## src/rtl/bit_collector.sv

```systemverilog
// Collects masked radix-4 decision groups into packed words and emits the
// per-group partial sums needed by the next decoding stage.
module bit_collector #(
  parameter int WORD_BITS = 32
) (
  input  logic                 clk_i,
  input  logic                 rst_i,
  input  logic                 u_valid_i,
  input  logic [3:0]           u_i,
  input  logic [3:0]           frozen_i,
  input  logic                 last_i,
  output logic                 u_ready_o,
  output logic [3:0]           ps_o,
  output logic                 ps_valid_o,
  output logic [WORD_BITS-1:0] word_o,
  output logic                 word_valid_o,
  output logic                 word_last_o,
  input  logic                 word_ready_i
);

  localparam int GROUPS = WORD_BITS / 4;
  localparam int CNT_W  = (GROUPS > 1) ? $clog2(GROUPS) : 1;

  function automatic logic [3:0] mask_group(logic [3:0] u, logic [3:0] frozen);
    return u & ~frozen;
  endfunction

  // Bit order is [3]=first position, so x0 = parity of the whole group.
  function automatic logic [3:0] partial_sums(logic [3:0] m);
    logic [3:0] x;
    x[3] = m[3] ^ m[2] ^ m[1] ^ m[0];
    x[2] = m[2] ^ m[0];
    x[1] = m[1] ^ m[0];
    x[0] = m[0];
    return x;
  endfunction

  logic [CNT_W-1:0]     cnt_q, cnt_d;
  logic [WORD_BITS-1:0] asm_q, asm_d;
  logic [3:0]           ps_q, ps_d;
  logic                 ps_valid_q, ps_valid_d;
  logic [WORD_BITS-1:0] word_q, word_d;
  logic                 word_valid_q, word_valid_d;
  logic                 word_last_q, word_last_d;

  logic                 accept;
  logic                 complete;
  logic [3:0]           m;
  logic [WORD_BITS-1:0] asm_ins;

  assign u_ready_o    = !word_valid_q || word_ready_i;
  assign ps_o         = ps_q;
  assign ps_valid_o   = ps_valid_q;
  assign word_o       = word_q;
  assign word_valid_o = word_valid_q;
  assign word_last_o  = word_last_q;

  always_comb begin
    cnt_d        = cnt_q;
    asm_d        = asm_q;
    ps_d         = ps_q;
    ps_valid_d   = 1'b0;
    word_d       = word_q;
    word_valid_d = word_valid_q;
    word_last_d  = word_last_q;

    accept   = u_valid_i && u_ready_o;
    m        = mask_group(u_i, frozen_i);
    complete = accept && ((cnt_q == CNT_W'(GROUPS - 1)) || last_i);

    asm_ins = asm_q;
    asm_ins[{cnt_q, 2'b00} +: 4] = m;

    if (word_valid_q && word_ready_i) begin
      word_valid_d = 1'b0;
    end

    if (accept) begin
      ps_d       = partial_sums(m);
      ps_valid_d = 1'b1;
      if (complete) begin
        // Assembly is cleared on every completion, so unfilled groups read 0.
        word_d       = asm_ins;
        word_valid_d = 1'b1;
        word_last_d  = last_i;
        cnt_d        = '0;
        asm_d        = '0;
      end else begin
        asm_d = asm_ins;
        cnt_d = cnt_q + 1'b1;
      end
    end
  end

  always_ff @(posedge clk_i) begin
    if (rst_i) begin
      cnt_q        <= '0;
      asm_q        <= '0;
      ps_q         <= '0;
      ps_valid_q   <= 1'b0;
      word_q       <= '0;
      word_valid_q <= 1'b0;
      word_last_q  <= 1'b0;
    end else begin
      cnt_q        <= cnt_d;
      asm_q        <= asm_d;
      ps_q         <= ps_d;
      ps_valid_q   <= ps_valid_d;
      word_q       <= word_d;
      word_valid_q <= word_valid_d;
      word_last_q  <= word_last_d;
    end
  end

endmodule

```

## config.mk

```make
export PLATFORM = sky130hd
export DESIGN_NAME = bit_collector
export DESIGN_NICKNAME = d
export VERILOG_FILES = /design/src/rtl/bit_collector.sv
export SDC_FILE = /design/constraint.sdc
export NUM_CORES = 1
export LEC_CHECK = 0
export CORE_MARGIN = 2
export CORE_UTILIZATION = 26
export DETAILED_ROUTE_END_ITERATION = 6
export GPL_ROUTABILITY_DRIVEN = 1
export SLEW_MARGIN = 20
export SYNTH_ARGS = -nofsm -noshare
export SYNTH_HDL_FRONTEND = slang
export SYNTH_SLANG_ARGS = --single-unit
```

## constraint.sdc

```tcl
create_clock -name clk_i -period 2.55 [get_ports clk_i]
set_input_delay 0.255 -clock clk_i [delete_from_list [all_inputs] [get_ports clk_i]]
set_output_delay 0.255 -clock clk_i [all_outputs]
set_load 0.1 [all_outputs]
```

# Word level (Yosys, flattened, before mapping)
# Index checks and enable logic that the tools add are counted.
classes:
  n_addsub: 2
  n_eq_ne: 1
  n_shift: 2
  muxes: 7
  n_bitwise: 7
  reduce_logical: 7
ops:
  columns: ["operator", "n"]
  rows:
  - ["32-bit bitwise mux", 1]
  - ["32-bit 2-to-1 mux", 1]
  - ["4-bit by 7-bit variable shift with 32-bit output, first input constant", 1]
  - ["4-bit by 7-bit indexed part select with 32-bit output", 1]
  - ["5-bit negator with 7-bit output", 1]
  - ["1-bit bitwise XOR", 5]
  - ["4-bit AND", 1]
  - ["1-bit 2-to-1 mux", 4]
  - ["4-bit inverter", 1]
  - ["3-bit by 1-bit adder with 3-bit output, second input constant", 1]
  - ["3-bit equality test, second input constant", 1]
  - ["1-bit logical AND", 3]
  - ["3-bit 2-to-1 mux", 1]
  - ["1-bit logical OR", 2]
  - ["2-bit AND reduction", 1]
  - ["1-bit logical NOT", 1]
totals:
  regBits: 74
  inputBits: 13
  output_inout_bits: 40
  word_cells: 33

# Logic depth before layout (Yosys ltp)
depth:
  word_depth: 6
  depth_mapped: 9
  mapped_depth_nobuf: 7

# Worst setup path before layout
# OpenSTA, ideal clock, no wires.
synth_timing:
  kind: "register -> register"
  from: "register word_valid_q, in the netlist word_valid_o"
  to: "register asm_q[27]"
  setup_time_ns: 0.071
  arrival_ns: 2.298
  t_required_ns: 2.479
  setup_slack_ns: 0.182
  path_stages_with_launch: 7
  path_buffers: 1
  synth_period_minus_slack_ns: 2.368
  cell_sequence: "dfxtp_1 -> and2b_2 -> inv_2 -> nand2_1 -> clkbuf_1 -> o21ai_0 -> a21oi_1"
synth_via:
  elab_chain_cells: 5
synth_rtl:
  columns: ["item", "line", "text"]
  rows:
  - ["from (decl)", "43", "logic word_valid_q, word_valid_d;"]
  - ["from (signal assigned)", "110", "word_valid_q <= word_valid_d;"]
  - ["1-bit logical NOT *", "51", "assign u_ready_o = !word_valid_q || word_ready_i;"]
  - ["1-bit logical OR *", "51", null]
  - ["via u_ready_o", "12", "output logic u_ready_o,"]
  - ["1-bit logical AND *", "67", "accept = u_valid_i && u_ready_o;"]
  - ["1-bit logical AND", "69", "complete = accept && ((cnt_q == CNT_W'(GROUPS - 1)) || last_i);"]
  - ["32-bit 2-to-1 mux", "81", "if (complete) begin"]
  - ["to (signal assigned)", "106", "asm_q <= asm_d;"]
  - ["to (decl)", "39", "logic [WORD_BITS-1:0] asm_q, asm_d;"]
# Mark *: on every way through the listed nets, which the timed path passes. The rest lies on a longest branch.
# A chain may end at the register's enable or synchronous reset.

# Final worst setup path
layout_timing:
  from: "register cnt_q[0]"
  to: "register asm_q[24]"
layout_via:
  elab_chain_cells: 4
  word_cells_on_any_way: 8
  cone_classes: "add/sub: 1; eq/ne: 1; shift: 2; mux: 2; reduce/logical: 2"
layout_rtl:
  columns: ["item", "line", "text"]
  rows:
  - ["from (decl)", "38", "logic [CNT_W-1:0] cnt_q, cnt_d;"]
  - ["from (signal assigned)", "105", "cnt_q <= cnt_d;"]
  - ["5-bit negator with 7-bit output / 3-bit equality test (equally long branches)", "72, 69", null]
  - ["4-bit by 7-bit indexed part select with 32-bit output (tied with other cells)", "72", "asm_ins[{cnt_q, 2'b00} +: 4] = m;"]
  - ["32-bit bitwise mux / 1-bit logical AND (equally long branches)", "72, 69", null]
  - ["32-bit 2-to-1 mux *", "81", null]
# Mark *: on every way between the ends. The rest lies on a longest branch, timed or not.

==> results_dict.tcl <==
set metrics [dict create \
    ir_drop_uv 391 \
    cts-resized-gates 0 \
    drive_gt1_frac 0.228 \
    num_vias 3296 \
    whs_path_depth 2 \
    tns_ps 0 \
    antenna_cells 0 \
    grt_pass1_vias 3159 \
    insertion_delay_ps 330 \
    skew_ps 5.05 \
    path_buf_inv 2 \
    grt_max_degree 41 \
    drc 0 \
    first_pass_iters 5 \
    grt_use_total 0.151 \
    start_kind "register" \
    holdBufCountCts 0 \
    port_buffers 52 \
    routabilityCongestion 0.846 \
    synth.avg_cell_area_um2 8.63 \
    rsz0062_at_grt "false" \
    areaGrowthSynthToFinish_pct 32.3 \
    hp-class "reg -> reg" \
    cap_violations 0 \
    synth-async-reset-ratio 0 \
    initial_core_util 0.264 \
    drtIter0Drc 345 \
    required_ps 2800 \
    syn_nets 420 \
    hold_start "ps_o[0]" \
    max-slew-margin-rel 0.488 \
    path_cells "buf_4 > ha_1 > ha_1 > or2_4 > buf_4 > nor4_4 > nand3_1 > a21oi_1" \
    cp.arrival_ps 2520 \
    regArea_um2 1480 \
    path_max_fanout 11 \
    reg2reg_depth 8 \
    syn_area_um2 3450 \
    synth-main-ff-cell "dfxtp_1" \
    yosysUniqueCellTypes 45 \
    synth.largest_area_cell "dfxtp_1" \
    fmax_mhz 441 \
    reg2reg_to "asm_q[24]" \
    rrSetupSlack_ps 280 \
    post_drt_via_cell_ratio 5.11 \
    antenna_found_initial 0 \
    die_x_um 119 \
    ios 53 \
    cts_made_buffers 9 \
    cts_tree "yes" \
    nets 485 \
    clock_sinks 74 \
    cts_root_buffer "clkbuf_16" \
    grt.overflow.total 0 \
    ys_ff_latch 74 \
    hold_viol 0 \
    r2r_start "cnt_q[0]" \
    fp.coreArea_um2 13100 \
    slew_viol_final 0 \
    htree_levels 3 \
    fin_crit_ps 2270 \
    criticalPathCategory "reg -> reg" \
    hold_slack_ps 464 \
    multi_input_area_um2 1830 \
    clockBufferDepth 2 \
    leakage_nw 1.66 \
    max_slew.worst_pin.slew_ps 769 \
    drtAntennaViolNets 0 \
    setup_violations 0 \
    hpwlAfterDp_mm 7.59 \
    totalWireLength_mm 10.4 \
    post-cts-setup-buffer-count 0 \
    nFillCells 1375 \
    synth_top_area_frac 0.429 \
    critPathSlowestCell "nor4_4" \
    holdPathEnd "ps_o[0]" \
    period_share 0.889 \
    total_power_mw 3.32 \
    grt_pass1_wl_mm 16.9 \
    status "completed" \
    crit_family "simple AND/OR/NAND/NOR gates" \
    row_count 42 \
    max_stage_delay_ps 470 \
    synth.cells.most_frequent "dfxtp_1 (74), nor2_1 (69), nand3_1 (26), nor3_1 (26), a21oi_1 (25)" \
    clk_pin_slew_ps 60 \
    synth-edff-count 0 \
    post-synth-top-count-cell "dfxtp_1" \
    die_h_um 119 \
    power_density_nw_per_um2 727 \
    wl_per_cell_um 16.1 \
    synthTopCellsByArea "dfxtp_1 (43%), nor2_1 (7.5%), a211oi_1 (4.1%)" \
    yosys_warnings 0 \
    crit_path_end_kind "register" \
    die-area_um2 14200 \
    synthCells 400 \
    seq_area_frac_synth 0.429 \
]
==> tightest hold or removal path, stage by stage (launching register included) <==
cell	delay [ps]
dfxtp_1	310
nand2_1	50
a21oi_1	60
==> worst max path at each step <==
stage / start / endpoint / cells after the start
4_1_cts: cnt_q[1] / word_o[16] / 7
5_1_grt: cnt_q[1] / word_o[31] / 9
6_report: cnt_q[0] / asm_q[24] / 8
3_5_place_dp: cnt_q[1] / word_o[16] / 7
3_3_place_gp: cnt_q[1] / word_o[16] / 7
2_1_floorplan: word_valid_o / asm_q[27] / 6
==> through the flow <==
step	setup slack [ps]	instance area [um2]	util	std cells
3_3_place_gp	356	4230	0.323	630
2_1_floorplan	182	3450	-	400
4_1_cts	303	4570	0.349	645
3_5_place_dp	324	4230	0.323	630
6_report	283	4570	0.349	645
5_1_grt	138	4570	0.349	645
==> state kept, by name, summed over array words and instances, names as in the netlist <==
signal,flops
asm_q,32
cnt_q,3
ps_o,4
ps_valid_o,1
word_last_o,1
word_o,32
word_valid_o,1
==> cells in the final DEF, fill, tap and decap left out, drive strengths merged, types with 2 or more instances in the layout <==
| cell | n |
|---|---|
| nand2 | 14 |
| a221oi | 8 |
| nor3 | 27 |
| o32ai | 4 |
| nor2 | 71 |
| buf | 70 |
| or3b | 4 |
| nor4 | 4 |
| a21oi | 25 |
| ha | 7 |
| clkbuf | 10 |
| o21ai | 17 |
| a311oi | 3 |
| clkdlybuf4s50 | 11 |
| dfxtp | 74 |
| nand4b | 2 |
| nor2b | 10 |
| xnor2 | 3 |
| nand3 | 28 |
| o311a | 3 |
| o211ai | 3 |
| a32oi | 12 |
| a211oi | 23 |
| bufinv | 3 |
| mux2i | 5 |
| inv | 5 |
| and2 | 3 |
| nand2b | 6 |
==> per-layer routing <==
metal	global-route usage	wire (um)
met1	0.208	4700
met2	0.233	4740
met3	0.0321	761
met4	0.0543	190
met5	0	0
==> logic make-up after synthesis <==
family	Yosys count	share of synthesized area
compound gates	100	0.205
mux	5	0.0145
xor+xnor	4	0.0102
simple gates	178	0.275
flops	74	0.429
buf+inv	32	0.0410
fa+ha+maj	7	0.0254
==> report_power, final <==
part	internal [mW]	total [mW]	switching, mW	leakage, nW
Combinational	0.167	0.650	0.483	0.892
Clock	0.974	1.45	0.473	0.165
Sequential	1.20	1.22	0.0222	0.603
Total	2.34	3.32	0.978	1.66
==> cell type report <==
class	count	area share
timing repair buffer	81	0.147
sequential	74	0.324
tap	176	0.0482
inverter	5	0.00411
clock inverter	5	0.0225
clock buffer	10	0.0523
multi-input combinational	294	0.402
Note: power is estimated with default switching activity, not from simulation.
